$ cat src/rtl/fetch_queue_pkg.sv
// fetch_queue_pkg: shared constants and FSM encoding for the instruction fetch queue.
//   XLEN_DEF  default address/data width
//   ILEN      instruction word width
//   PC_INC    fetch address step per request
//   fq_state_e RUN / DRAIN state encoding
package fetch_queue_pkg;

  localparam int unsigned XLEN_DEF = 32;
  localparam int unsigned ILEN     = 32;
  localparam int unsigned PC_INC   = 4;

  typedef enum logic [0:0] {
    ST_RUN   = 1'b0,
    ST_DRAIN = 1'b1
  } fq_state_e;

  // Bits needed to hold a count of 0..depth inclusive.
  function automatic int unsigned cnt_width(input int unsigned depth);
    return $clog2(depth + 1);
  endfunction

endpackage

$ cat src/rtl/fetch_queue_if.sv
// fetch_queue_if: bundles the instruction-memory, redirect and decode-side
// handshakes of the fetch queue.
//   master : fetch queue side (drives imem_req_*, out_*)
//   slave  : environment side (memory, branch unit, decode)
interface fetch_queue_if
  import fetch_queue_pkg::*;
#(
  parameter int unsigned XLEN = fetch_queue_pkg::XLEN_DEF
) ();

  logic            imem_req_valid;
  logic [XLEN-1:0] imem_req_addr;
  logic            imem_req_ready;
  logic            imem_rsp_valid;
  logic [ILEN-1:0] imem_rsp_data;
  logic            redirect_valid;
  logic [XLEN-1:0] redirect_pc;
  logic            out_valid;
  logic [XLEN-1:0] out_pc;
  logic [ILEN-1:0] out_insn;
  logic            out_ready;

  modport master (
    output imem_req_valid, imem_req_addr, out_valid, out_pc, out_insn,
    input  imem_req_ready, imem_rsp_valid, imem_rsp_data,
           redirect_valid, redirect_pc, out_ready
  );

  modport slave (
    input  imem_req_valid, imem_req_addr, out_valid, out_pc, out_insn,
    output imem_req_ready, imem_rsp_valid, imem_rsp_data,
           redirect_valid, redirect_pc, out_ready
  );

endinterface

$ cat src/rtl/fq_fifo.sv
// fq_fifo: synchronous FIFO with flush, used as the fetch queue storage.
//   clk_i, rst_i : clock, synchronous active-high reset
//   flush_i      : empty the FIFO on this edge (overrides push/pop)
//   push_i/din_i : write request and data (ignored when full, unless popping)
//   pop_i        : read request (ignored when empty)
//   dout_o       : head entry
//   empty_o      : no entries held
//   count_o      : number of entries held
module fq_fifo #(
  parameter  int unsigned WIDTH = 64,
  parameter  int unsigned DEPTH = 4,
  localparam int unsigned CW    = $clog2(DEPTH + 1)
) (
  input  logic             clk_i,
  input  logic             rst_i,
  input  logic             flush_i,
  input  logic             push_i,
  input  logic [WIDTH-1:0] din_i,
  input  logic             pop_i,
  output logic [WIDTH-1:0] dout_o,
  output logic             empty_o,
  output logic [CW-1:0]    count_o
);

  localparam int unsigned AW = $clog2(DEPTH);

  logic [WIDTH-1:0] mem_q [DEPTH];
  logic [AW-1:0]    wr_ptr_q, wr_ptr_d;
  logic [AW-1:0]    rd_ptr_q, rd_ptr_d;
  logic [CW-1:0]    count_q, count_d;
  logic             full_c;
  logic             do_push_c;
  logic             do_pop_c;

  assign empty_o = (count_q == '0);
  assign full_c  = (count_q == CW'(DEPTH));
  assign count_o = count_q;
  assign dout_o  = mem_q[rd_ptr_q];

  // A simultaneous pop frees the slot, so a full FIFO may still accept a push.
  assign do_pop_c  = pop_i && !empty_o && !flush_i;
  assign do_push_c = push_i && !flush_i && (!full_c || do_pop_c);

  // Pointer and occupancy update; pointers wrap naturally (DEPTH is a power of two).
  always_comb begin
    wr_ptr_d = wr_ptr_q;
    rd_ptr_d = rd_ptr_q;
    count_d  = count_q;
    if (flush_i) begin
      wr_ptr_d = '0;
      rd_ptr_d = '0;
      count_d  = '0;
    end else begin
      if (do_push_c) wr_ptr_d = wr_ptr_q + AW'(1);
      if (do_pop_c)  rd_ptr_d = rd_ptr_q + AW'(1);
      count_d = count_q + CW'(do_push_c) - CW'(do_pop_c);
    end
  end

  // Control state.
  always_ff @(posedge clk_i) begin
    if (rst_i) begin
      wr_ptr_q <= '0;
      rd_ptr_q <= '0;
      count_q  <= '0;
    end else begin
      wr_ptr_q <= wr_ptr_d;
      rd_ptr_q <= rd_ptr_d;
      count_q  <= count_d;
    end
  end

  // Storage array; contents are don't-care until written.
  always_ff @(posedge clk_i) begin
    if (do_push_c) mem_q[wr_ptr_q] <= din_i;
  end

endmodule

$ cat src/rtl/fetch_queue.sv
// fetch_queue: instruction fetch unit issuing sequential word fetches to an
// in-order instruction memory and buffering the returned words for decode.
// Redirects flush the buffer, restart fetching at the new PC and discard the
// responses of every request still in flight.
//   CLK    : clock
//   reset  : synchronous active-high reset
//   bus    : fetch_queue_if.master (imem request/response, redirect, decode output)
// Optional build macro FETCH_QUEUE_BYPASS_EN: a fresh response arriving while
// the queue is empty is presented to decode in the same cycle, and is not
// stored when decode takes it.
module fetch_queue
  import fetch_queue_pkg::*;
#(
  parameter int unsigned    XLEN      = XLEN_DEF,
  parameter int unsigned    DEPTH     = 4,
  parameter logic [XLEN-1:0] RESET_VEC = '0
) (
  input logic          CLK,
  input logic          reset,
  fetch_queue_if.master bus
);

  localparam int unsigned     CW         = cnt_width(DEPTH);
  localparam int unsigned     EW         = XLEN + ILEN;
  localparam logic [XLEN-1:0] ALIGN_MASK = ~XLEN'(3);

  fq_state_e       state_q, state_d;
  logic [XLEN-1:0] fetch_addr_q, fetch_addr_d;
  logic [XLEN-1:0] rsp_addr_q, rsp_addr_d;
  logic [CW-1:0]   outst_q, outst_d;
  logic [CW-1:0]   stale_q, stale_d;

  logic [CW-1:0]   occ;
  logic            fifo_empty;
  logic [EW-1:0]   fifo_dout;
  logic            push_c, pop_c, flush_c;

  logic [CW:0]     inflight_c;
  logic            req_valid_c, req_fire_c;
  logic            rsp_take_c, fresh_c;
  logic [XLEN-1:0] redir_addr_c;

  logic            out_valid_c;
  logic [XLEN-1:0] out_pc_c;
  logic [ILEN-1:0] out_insn_c;

  // Buffered entries are {pc, insn}.
  fq_fifo #(
    .WIDTH (EW),
    .DEPTH (DEPTH)
  ) u_fifo (
    .clk_i   (CLK),
    .rst_i   (reset),
    .flush_i (flush_c),
    .push_i  (push_c),
    .din_i   ({rsp_addr_q, bus.imem_rsp_data}),
    .pop_i   (pop_c),
    .dout_o  (fifo_dout),
    .empty_o (fifo_empty),
    .count_o (occ)
  );

  // Issue only while every buffered or in-flight word has a guaranteed slot.
  assign inflight_c   = {1'b0, occ} + {1'b0, outst_q};
  assign req_valid_c  = !reset && !bus.redirect_valid && (inflight_c < (CW+1)'(DEPTH));
  assign req_fire_c   = req_valid_c && bus.imem_req_ready;
  assign rsp_take_c   = bus.imem_rsp_valid && (outst_q != '0);
  // A response is kept only outside DRAIN and outside a redirect cycle.
  assign fresh_c      = rsp_take_c && !bus.redirect_valid && (state_q == ST_RUN);
  assign redir_addr_c = bus.redirect_pc & ALIGN_MASK;

  // Next-state: FSM, fetch/response address tracking, in-flight accounting.
  always_comb begin
    state_d      = state_q;
    fetch_addr_d = fetch_addr_q;
    rsp_addr_d   = rsp_addr_q;
    stale_d      = stale_q;
    push_c       = 1'b0;
    pop_c        = 1'b0;
    flush_c      = 1'b0;
    outst_d      = outst_q + CW'(req_fire_c) - CW'(rsp_take_c);

    if (bus.redirect_valid) begin
      // Everything still in flight after this edge belongs to the old path.
      flush_c      = 1'b1;
      fetch_addr_d = redir_addr_c;
      rsp_addr_d   = redir_addr_c;
      stale_d      = outst_d;
    end else begin
      if (req_fire_c) fetch_addr_d = fetch_addr_q + XLEN'(PC_INC);
      if (rsp_take_c && (state_q == ST_DRAIN)) stale_d = stale_q - CW'(1);
      if (fresh_c) begin
        rsp_addr_d = rsp_addr_q + XLEN'(PC_INC);
        push_c     = 1'b1;
`ifdef FETCH_QUEUE_BYPASS_EN
        if (fifo_empty && bus.out_ready) push_c = 1'b0;
`endif
      end
      pop_c = !fifo_empty && bus.out_ready;
    end

    case (state_q)
      ST_RUN:   if (stale_d != '0) state_d = ST_DRAIN;
      ST_DRAIN: if (stale_d == '0) state_d = ST_RUN;
      default:  state_d = ST_RUN;
    endcase
  end

  // Decode-side outputs; pc/insn read as zero whenever nothing is offered.
  always_comb begin
    out_valid_c = !reset && !fifo_empty;
    out_pc_c    = '0;
    out_insn_c  = '0;
    if (out_valid_c) begin
      out_pc_c   = fifo_dout[EW-1:ILEN];
      out_insn_c = fifo_dout[ILEN-1:0];
    end
`ifdef FETCH_QUEUE_BYPASS_EN
    if (!reset && fifo_empty && fresh_c) begin
      out_valid_c = 1'b1;
      out_pc_c    = rsp_addr_q;
      out_insn_c  = bus.imem_rsp_data;
    end
`endif
  end

  assign bus.imem_req_valid = req_valid_c;
  assign bus.imem_req_addr  = fetch_addr_q;
  assign bus.out_valid      = out_valid_c;
  assign bus.out_pc         = out_pc_c;
  assign bus.out_insn       = out_insn_c;

  // State registers.
  always_ff @(posedge CLK) begin
    if (reset) begin
      state_q      <= ST_RUN;
      fetch_addr_q <= RESET_VEC;
      rsp_addr_q   <= RESET_VEC;
      outst_q      <= '0;
      stale_q      <= '0;
    end else begin
      state_q      <= state_d;
      fetch_addr_q <= fetch_addr_d;
      rsp_addr_q   <= rsp_addr_d;
      outst_q      <= outst_d;
      stale_q      <= stale_d;
    end
  end

endmodule
$ cat src/flat_wrapper.sv
// flat-port wrapper written by rule: the top's interface ports become plain ports
module fetch_queue_flat import fetch_queue_pkg::*;
#(
  parameter int unsigned    XLEN      = XLEN_DEF,
  parameter int unsigned    DEPTH     = 4,
  parameter logic [XLEN-1:0] RESET_VEC = '0
)
  (CLK, reset, bus_imem_req_valid, bus_imem_req_addr, bus_out_valid, bus_out_pc, bus_out_insn, bus_imem_req_ready, bus_imem_rsp_valid, bus_imem_rsp_data, bus_redirect_valid, bus_redirect_pc, bus_out_ready);
  fetch_queue_if #(.XLEN(XLEN)) bus_i ();
  input logic CLK;
  input logic reset;
  output wire logic [$bits(bus_i.imem_req_valid)-1:0] bus_imem_req_valid;
  output wire logic [$bits(bus_i.imem_req_addr)-1:0] bus_imem_req_addr;
  output wire logic [$bits(bus_i.out_valid)-1:0] bus_out_valid;
  output wire logic [$bits(bus_i.out_pc)-1:0] bus_out_pc;
  output wire logic [$bits(bus_i.out_insn)-1:0] bus_out_insn;
  input wire logic [$bits(bus_i.imem_req_ready)-1:0] bus_imem_req_ready;
  input wire logic [$bits(bus_i.imem_rsp_valid)-1:0] bus_imem_rsp_valid;
  input wire logic [$bits(bus_i.imem_rsp_data)-1:0] bus_imem_rsp_data;
  input wire logic [$bits(bus_i.redirect_valid)-1:0] bus_redirect_valid;
  input wire logic [$bits(bus_i.redirect_pc)-1:0] bus_redirect_pc;
  input wire logic [$bits(bus_i.out_ready)-1:0] bus_out_ready;
  assign bus_imem_req_valid = bus_i.imem_req_valid;
  assign bus_imem_req_addr = bus_i.imem_req_addr;
  assign bus_out_valid = bus_i.out_valid;
  assign bus_out_pc = bus_i.out_pc;
  assign bus_out_insn = bus_i.out_insn;
  assign bus_i.imem_req_ready = bus_imem_req_ready;
  assign bus_i.imem_rsp_valid = bus_imem_rsp_valid;
  assign bus_i.imem_rsp_data = bus_imem_rsp_data;
  assign bus_i.redirect_valid = bus_redirect_valid;
  assign bus_i.redirect_pc = bus_redirect_pc;
  assign bus_i.out_ready = bus_out_ready;
  fetch_queue #(.XLEN(XLEN), .DEPTH(DEPTH), .RESET_VEC(RESET_VEC)) u_core (.CLK(CLK), .reset(reset), .bus(bus_i));
endmodule
$ cat config.mk
export PLATFORM = sky130hd
export DESIGN_NAME = fetch_queue_flat
export DESIGN_NICKNAME = d
export VERILOG_FILES = /design/src/rtl/fetch_queue_pkg.sv /design/src/rtl/fetch_queue_if.sv /design/src/rtl/fq_fifo.sv /design/src/rtl/fetch_queue.sv /design/src/flat_wrapper.sv
export SDC_FILE = /design/constraint.sdc
export NUM_CORES = 1
export LEC_CHECK = 0
export CORE_MARGIN = 1.5
export CORE_UTILIZATION = 25
export DETAILED_ROUTE_END_ITERATION = 10
export PLACE_DENSITY = 0.44
export SLEW_MARGIN = 20
export SYNTH_ARGS = -nofsm -noshare
export SYNTH_HDL_FRONTEND = slang
export SYNTH_SLANG_ARGS = --single-unit
$ cat constraint.sdc
create_clock -name CLK -period 5 [get_ports CLK]
set_input_delay 0.5 -clock CLK [delete_from_list [all_inputs] [get_ports CLK]]
set_output_delay 0.5 -clock CLK [all_outputs]
set_load 0.02 [all_outputs]
==> impl_results.md <==
* Main synth FF type: edfxtp_1
* Area Overhead vs Synth at 27.02%
* Global-route wire length before repair at 52.36 mm
* Die Ht at 236.2 µm
* Post-CTS Setup Bufs at 0
* Setup TNS at 0 ns
* Yosys cell types at 65
* CTS Hold Buffers Added at 0
* Die X at 236.2 µm
* Pins Over Slew Limit at 0
* Starting DRT DRC Count at 389
* Leakage at 0.005601 µW
* HPWL after DPL at 21.81 mm
* Clock buffer depth at 3
* Clock skew at 0.01366 ns
* Ys async rst share at 0%
* FP Rows at 85
* Max cap viols at 0
* Via-to-Cell Ratio at 4.528
* Core Util, Final at 32.10%
* Initial antenna violation count at 1
* DRT antenna net count at 0
* Share of cells above drive strength 1 at 14.04%
* Pin count of the biggest net entering global routing at 65
* Final WL at 34.42 mm
* Synthesized flop and latch total at 324
* NumNets Final at 1,162
* Final setup viols at 0
* Vias in the first global route at 8,402
* Pre-antenna DRT Iters at 5
* TritonCTS Buffers at 38
* Avg Inst Size Synth at 15.03 µm²
* Worst Max-Slew Pin Slew at 1.038 ns
* Gpl congestion at 0.7701
* Setup CP Type: flip-flop to output pin
* Crit. End Element: output pin
* Per-cell routed wire length at 19.12 µm
* Yosys warning count at 0
* Final Critical Period at 3.547 ns
* Run status: completed
* GR Overflow Total at 0
* Final Hold Vio Count at 0
* Min-Delay Path Class: input pin to flip-flop
* Diodes inserted at 0
* FILL cells at 5,273
* Initial core utilization at 25.27%
* CTS Root Cell: clkbuf_16
* Critical path data arrival time at 3.05 ns
* Vias at 8,151
* IO Port Bufs at 161
* CTS clk-pin slew, worst paths at 0.06 ns
* Worst setup SP type: flip-flop
* CP Max Fanout at 29
* DRC viols at 0
* CTS tree: built
* Part of the cycle the worst path needs at 70.94%
* Worst slew margin at 30.83%
* Full die area at 55,800 µm²
* Post-synth EDFFs at 248
* Mapped Cells at 905
* Pwr/cell area at 377.2 nW/µm²
* # resized after CTS at 0
* GRT Total Usage at 12.43%
* Worst vdd ir at 182.1 µV
* Post-Syn Area at 13,600 µm²
* Clock Sink Count at 324
* CORE AREA at 53,810 µm²
* Max Fclk at 281.9 MHz
* H-Tree Depth at 2
* RSZ-0062 raised after global routing: false
* IO Count at 168
* Worst-Skew Late Latency at 0.55 ns
* Worst Path Required at 4.50 ns
* Seq/Total Area, Yosys at 65.95%
[layout by cell type (no fill, tap or decap), types with 5 or more instances in the layout]
| cell type | n |
|---|---|
| edfxtp_1 | 248 |
| clkdlybuf4s50_1 | 160 |
| dfxtp_1 | 74 |
| and2_1 | 70 |
| mux4_2 | 62 |
| nor2_1 | 44 |
| clkbuf_16 | 39 |
| nand2_1 | 35 |
| xor2_1 | 29 |
| inv_1 | 29 |
| nand4_1 | 28 |
| a21oi_1 | 27 |
| nand3_1 | 22 |
| xnor2_1 | 16 |
| a211oi_1 | 16 |
| a31oi_1 | 15 |
| buf_4 | 15 |
| ha_1 | 13 |
| nor3_1 | 12 |
| a21boi_1 | 11 |
| and3_1 | 10 |
| clkinv_2 | 8 |
| and4_1 | 7 |
| clkinv_1 | 7 |
| o21ai_1 | 6 |
| mux2i_1 | 5 |
| or3_1 | 5 |
| clkbuf_1 | 5 |
[worst max-delay path, cell delays in order (launching register included)]
cell,delay [ns]
dfxtp_4,0.74
buf_4,0.45
mux4_2,0.59
and2_1,0.18
clkdlybuf4s50_1,0.53
[cell usage after synthesis (3+ instances only)]
| cell | number | area [µm²] |
|---|---|---|
| inv_1 | 30 | 112.6 |
| edfxtp_1 | 248 | 7447 |
| buf_2 | 9 | 45.04 |
| clkbuf_1 | 33 | 123.9 |
| o31a_1 | 3 | 26.28 |
| a21oi_1 | 27 | 135.1 |
| a2bb2oi_1 | 3 | 26.28 |
| and4_1 | 7 | 61.31 |
| nor2_1 | 45 | 168.9 |
| nand2_1 | 35 | 131.4 |
| nor4_1 | 3 | 18.77 |
| o311ai_1 | 4 | 35.03 |
| xnor2_1 | 16 | 140.1 |
| xor2_1 | 29 | 254.0 |
| nor4_4 | 3 | 63.81 |
| or3_1 | 5 | 31.28 |
| nor3_1 | 13 | 65.06 |
| nand3_1 | 22 | 110.1 |
| a21o_1 | 4 | 30.03 |
| o21ai_1 | 6 | 30.03 |
| a21boi_1 | 11 | 82.58 |
| o21ai_0 | 3 | 15.01 |
| ha_1 | 13 | 162.7 |
| buf_4 | 4 | 30.03 |
| mux4_2 | 62 | 1396 |
| mux2i_1 | 5 | 50.05 |
| and3_1 | 10 | 62.56 |
| a31oi_1 | 15 | 93.84 |
| nand4_1 | 28 | 175.2 |
| o21a_1 | 3 | 22.52 |
| dfxtp_1 | 76 | 1521 |
| a211oi_1 | 16 | 120.1 |
| and2_1 | 74 | 462.9 |
[metal layers]
metal / track usage, % / vias to the layer above / part of all wire (%)
li1: - / 3825 / -
met1: 17.44 / 4073 / 48
met2: 19.24 / 213 / 46
met3: 2.844 / 40 / 4.8
met4: 3.419 / 0 / 1.9
met5: 0 / - / 0
[power by group]
part	total [µW]	internal, µW	switching (µW)
registers	3150	3040	113
clock network	2730	1630	1100
logic	631	293	338
total	6520	4970	1550
[layout make-up]
| class | count | area (µm²) | share of cell area (%) |
|---|---|---|---|
| multi-input combinational | 505 | 4342 | 25.13 |
| sequential | 324 | 8976 | 51.96 |
| clock inverter | 23 | 235.2 | 1.362 |
| tap | 696 | 870.8 | 5.041 |
| clock buffer | 44 | 994.7 | 5.758 |
| timing repair buffer | 177 | 1739 | 10.07 |
| inverter | 31 | 116.4 | 0.6736 |
[registers in the layout, summed over array words and instances, names as in the netlist, named ones only]
signal,cells
u_core.u_fifo.mem_q,248
u_core.bus.imem_req_addr,30
u_core.rsp_addr_q,30
u_core.outst_q,3
u_core.stale_q,3
u_core.u_fifo.count_o,3
u_core.u_fifo.rd_ptr_q,2
u_core.u_fifo.wr_ptr_q,2
u_core.state_q,1
[stage by stage]
step	instances	setup WS (ns)	total power, µW	hold WS (ns)	area, µm²
after detailed placement	1732	1.456	3852	0.5106	16020
after floorplan	908	1.748	3562	0.4677	13610
after global routing	1800	1.187	6819	0.2131	17270
after CTS	1799	1.297	6632	0.1969	17250
final	1800	1.453	6516	0.2323	17270
after global placement	1732	1.476	3848	0.5006	16020
[logic make-up after synthesis]
logic type,Yosys count,share of synthesized area (%)
flops,324,65.95
simple gates,264,11.20
compound gates,110,5.428
buf+inv,79,2.374
mux,67,10.64
xor+xnor,45,2.898
fa+ha+maj,15,1.491
other cells,1,0.02757
[worst paths after layout]
check / startpoint / end / slack, ns / depth (start not counted)
setup reg to reg: u_core.outst_q[2] / u_core.state_q / 1.81 / 12
setup / recovery: flip-flop / bus_out_pc[15] / 1.45 / 4
hold / removal: reset / u_core.rsp_addr_q[27] / 0.23 / 2
hold reg to reg: u_core.u_fifo.rd_ptr_q[1] / u_core.u_fifo.rd_ptr_q[1] / 0.53 / 2
No activity file was read; power rests on OpenSTA's default activity.
